[src/rtl/commit_trace_buffer.sv]
// Writeback commit trace FIFO: captures retired instructions and drains them over valid/ready.
// Optional macro TRACE_BACKPRESSURE_EN adds the trace_stall output for core-side backpressure.
module commit_trace_buffer #(
  parameter int DEPTH  = 16,
  parameter int ADDR_W = 4,
  parameter int DROP_W = 16
) (
  input  logic              clk,
  input  logic              rst,
  input  logic              valid_W,
  input  logic [31:0]       instr_W_TR,
  input  logic [31:0]       pc_W,
  input  logic              rd_wen_W,
  input  logic [4:0]        rd_addr_W,
  input  logic [31:0]       rd_data_W,
  input  logic              trace_clear,
  output logic              trace_valid,
  input  logic              trace_ready,
  output logic [31:0]       trace_instr,
  output logic [31:0]       trace_pc,
  output logic              trace_rd_wen,
  output logic [4:0]        trace_rd_addr,
  output logic [31:0]       trace_rd_data,
  output logic [31:0]       trace_seq,
  output logic [ADDR_W:0]   trace_count,
  output logic [63:0]       instret,
  output logic [DROP_W-1:0] drop_cnt,
`ifdef TRACE_BACKPRESSURE_EN
  output logic              trace_stall,
`endif
  output logic              overflow
);

  localparam int ENTRY_W = 32 + 32 + 1 + 5 + 32 + 32;
  localparam logic [ADDR_W:0] FULL_CNT = (ADDR_W+1)'(DEPTH);

  // Valid/ready: an entry transfers on a rising edge where trace_valid && trace_ready;
  // while trace_valid is high and trace_ready low, the head entry is held unchanged.

  logic [ENTRY_W-1:0] mem [DEPTH];
  logic [ENTRY_W-1:0] head;
  logic [ADDR_W-1:0]  wr_ptr;
  logic [ADDR_W-1:0]  rd_ptr;
  logic               commit;
  logic               full;
  logic               pop;
  logic               push;
  logic               drop;

  assign commit      = valid_W && (instr_W_TR != 32'd0);
  assign full        = (trace_count == FULL_CNT);
  assign trace_valid = (trace_count != '0);
  // A clear cycle neither stores, pops nor drops; it only lets instret count the commit.
  assign pop  = trace_valid && trace_ready && !trace_clear;
  assign push = commit && !trace_clear && (!full || pop);
  assign drop = commit && !trace_clear && full && !pop;

  always_ff @(posedge clk) begin
    if (push) begin
      mem[wr_ptr] <= {instr_W_TR, pc_W, rd_wen_W, rd_addr_W, rd_data_W, instret[31:0]};
    end
  end

  always_ff @(posedge clk) begin
    if (rst) begin
      wr_ptr      <= '0;
      rd_ptr      <= '0;
      trace_count <= '0;
      instret     <= '0;
      drop_cnt    <= '0;
      overflow    <= 1'b0;
    end else begin
      if (commit) begin
        instret <= instret + 64'd1;
      end
      if (trace_clear) begin
        wr_ptr      <= '0;
        rd_ptr      <= '0;
        trace_count <= '0;
        drop_cnt    <= '0;
        overflow    <= 1'b0;
      end else begin
        if (push) begin
          wr_ptr <= wr_ptr + ADDR_W'(1);
        end
        if (pop) begin
          rd_ptr <= rd_ptr + ADDR_W'(1);
        end
        if (push && !pop) begin
          trace_count <= trace_count + (ADDR_W+1)'(1);
        end else if (pop && !push) begin
          trace_count <= trace_count - (ADDR_W+1)'(1);
        end
        if (drop) begin
          overflow <= 1'b1;
          if (drop_cnt != {DROP_W{1'b1}}) begin
            drop_cnt <= drop_cnt + DROP_W'(1);
          end
        end
      end
    end
  end

  // The array is never reset, so the head is masked to zero whenever the FIFO is empty.
  assign head = trace_valid ? mem[rd_ptr] : '0;
  assign {trace_instr, trace_pc, trace_rd_wen, trace_rd_addr, trace_rd_data, trace_seq} = head;

`ifdef TRACE_BACKPRESSURE_EN
  assign trace_stall = (trace_count >= (FULL_CNT - (ADDR_W+1)'(1))) || overflow;
`endif

endmodule

[config.mk]
export PLATFORM = sky130hd
export DESIGN_NAME = commit_trace_buffer
export DESIGN_NICKNAME = d
export VERILOG_FILES = /design/src/rtl/commit_trace_buffer.sv
export SDC_FILE = /design/constraint.sdc
export NUM_CORES = 2
export LEC_CHECK = 0
export ABC_AREA = 1
export BUFFER_PORTS_ARGS = -buffer_cell sky130_fd_sc_hd__buf_4
export CAP_MARGIN = 20
export CORE_ASPECT_RATIO = 0.75
export CORE_MARGIN = 5
export CORE_UTILIZATION = 47
export DETAILED_ROUTE_END_ITERATION = 10
export PLACE_DENSITY = 0.68
export SLEW_MARGIN = 30
export SYNTH_ARGS = -nofsm -noshare
export SYNTH_HDL_FRONTEND = slang
export SYNTH_SLANG_ARGS = --single-unit
export TNS_END_PERCENT = 1
[constraint.sdc]
create_clock -name clk -period 12.4 [get_ports clk]
set_clock_uncertainty 0.15 [all_clocks]
set_input_delay 0.62 -clock clk [delete_from_list [all_inputs] [get_ports clk]]
set_output_delay 0.62 -clock clk [all_outputs]
set_load 0.02 [all_outputs]
==> results.cfg <==
[routing]
drtIter0Drc = 6994
drc = 0
vias = 58151
drt_pass1_iterations = 8
ant_nets = 0
viasPerCell = 6.00
wl_per_cell_um = 24.9
wirelength_mm = 242

[worst_setup_path]
critPathKind = reg -> out
slowest_delay_ns = 0.73
start_kind = flop
crit_fanout = 241
crit_buf_inv = 4
arrival_ns = 5.31
cp_cell_sequence = buf_6 -> buf_4 -> buf_12 -> o21ai_0 -> o221ai_1 -> nand3_1 -> a21oi_1 -> buf_4
r2r_cells = 8
worstPathRequired_ns = 11.63
regToRegSetupSlack_ns = 8.03
reg2reg_to = mem[14][74]$_DFFE_PP_
critPathTopFamily = buffers and inverters
crit_top_cell = buf_4
r2r_start = trace_count[1]$_SDFFE_PP0P_
critical-path-slowest-cell = buf_4
cp-end-kind = primary output

[global_route]
grt_max_degree = 244
grt_use_total_pct = 23.7
grt_pass1_vias = 55302
grt_most_used_layer = met2
met2_usage_pct = 36.1
met3_usage_pct = 5.35
antenna_found_initial = 17
grt_pass1_wl_mm = 356
grt_overflow = 0
met1_usage_pct = 34.3

[finish]
drive_gt1_share_pct = 10.7
final_common_cell = edfxtp_1
layout.nets = 7108
area_growth_pct = 14.1
layout_common_cells = 2,144 x edfxtp_1, 1,249 x nor2_1, 1,061 x o21ai_0

[timing]
maxSlewHeadroom_pct = 29.2
rsz0062_at_grt = false
worstMarginPinSlew_ns = 1.06
fin_setup_tns_ns = 0
hold_viol_final = 0
holdWs_ns = 0.113
slew_viol_final = 0
max_freq_mhz = 165
finalCriticalPeriod_ns = 6.08
setup-violations-final = 0
post-route-period-util_pct = 49.0

[logic_synthesis]
ys.flop_type = edfxtp_1
synthesis.area_um2 = 88700
synth_edf_count = 2144
syn_inst = 6734
synth_seq_area_share_pct = 74.8
synth.distinct_cells = 39
synth_fp_nets = 6853
synth.avg_cell_area_um2 = 13.2
synth_area_leader_cell = edfxtp_1
synth.top_cells.by_area = edfxtp_1 73%, o21ai_0 6.0%, nor2_1 5.4%
synth_top_area_share_pct = 72.6
ys_warn_count = 0
async_reset_ff_share_pct = 0
synth_seq_cells = 2242

[pwr]
p_leak_nw = 32.1
pwr-share-seq_pct = 53.1
internal_power_mw = 12.1
power.switching_mw = 3.51
vdd_drop_max_uv = 129
p_per_area_nw_per_um2 = 155
p_clk_share_pct = 40.8
sw_frac_of_total_pct = 22.4
p_comb_share_pct = 6.1

[clock_tree]
htree_levels = 4
cts_resized = 0
postCtsSetupRepairBufs = 0
cts_tree = built
clk_pin_slew_ns = 0.07
cts_buffers = 211
clock_path_buffers = 3
worstSkewPairLatency_ns = 0.84
clock-root-buffer = clkbuf_16
cts.sinks = 2242

[job]
drv_cap = 0

[min_path]
min_to = instret[17]$_SDFFE_PP0N_
hold_class = in -> reg
hold_start = rst
holdPathStages = 2

[placed_design]
gp_congestion = 0.891
hpwl_mm = 120
port-buffer-count = 327

[floorplanning]
die_width_um = 512
row_count = 138
die_area_um2 = 198000
ios = 328
start_util_pct = 47.1
die_h_um = 386
coreArea_um2 = 188000

[outcome]
status = completed
==> per-stage QoR <==
step / utilization [%] / instance area (um^2) / setup WS, ns / total power, mW / instances
after floorplan: - / 88700 / 4.59 / 8.98 / 6734
after global placement: 49.5 / 93200 / 6.98 / 9.37 / 9189
after detailed placement: 49.5 / 93200 / 6.90 / 9.39 / 9190
after CTS: 53.7 / 101000 / 6.02 / 15.7 / 9686
after global routing: 53.8 / 101000 / 5.99 / 16.2 / 9692
final: 53.8 / 101000 / 6.32 / 15.7 / 9698
==> power groups by stage <==
stage / combinational (mW) / sequential, mW / clock, mW
after floorplan: 0.506 / 8.48 / 0
after global placement: 0.898 / 8.48 / 0
after detailed placement: 0.914 / 8.48 / 0
after CTS: 0.949 / 8.31 / 6.48
after global routing: 1.03 / 8.31 / 6.83
final: 0.952 / 8.31 / 6.39
==> flip-flops by register name, indices dropped and copies added, names as in the netlist, named ones only <==
register     cells
mem           2144
rd_ptr           4
overflow         1
instret         64
drop_cnt        16
trace_count      5
wr_ptr           4
==> metal layers <==
metal,vias up,wire (um)
met4,6,6750
met1,28855,102000
met2,2934,109000
met3,394,24300
li1,25962,-
met5,-,38
==> how the worst max path moves through the flow <==
| stage | end | slack [ns] | depth (start not counted) |
|---|---|---|---|
| 2_1_floorplan | mem[11][0]$_DFFE_PP_ | 4.59 | 10 |
| 3_3_place_gp | mem[7][51]$_DFFE_PP_ | 6.98 | 13 |
| 3_5_place_dp | trace_rd_data[4] | 6.90 | 8 |
| 4_1_cts | trace_rd_data[4] | 6.02 | 8 |
| 5_1_grt | trace_rd_data[31] | 5.99 | 8 |
| 6_report | trace_rd_addr[1] | 6.32 | 8 |
==> final cells by class <==
class	instances	area (um^2)
inverters	136	562
repair buffers	522	4430
multi-input cells	3876	19900
clock inverters	147	1370
well taps	2520	3150
flip-flops and latches	2242	66400
fillers	15265	86900
diodes	9	22.5
clock buffers	246	5480
==> cells by family after synthesis <==
family                   synth area share [%]
flip-flops                               74.8
AO/OA/AOI/OAI                            13.7
AND/OR/NAND/NOR                          8.10
buffers and inverters                    3.00
XOR/XNOR                                0.247
adder cells (fa/ha/maj)                 0.178
==> synth_stat cells, drive strengths merged (134+ instances only) <==
cell type / count
a21oi: 212
buf: 188
clkbuf: 292
edfxtp: 2144
inv: 134
nand2: 302
nand3: 176
nor2: 1267
o211ai: 158
o21ai: 1111
o221ai: 378
o22ai: 158
==> what timing repair did <==
item,4_1_cts,5_1_grt
endpoints found under the hold margin,1635,0
endpoints found under the setup margin,0,0
hold buffers,103,0
No activity file was read; power rests on OpenSTA's default activity.
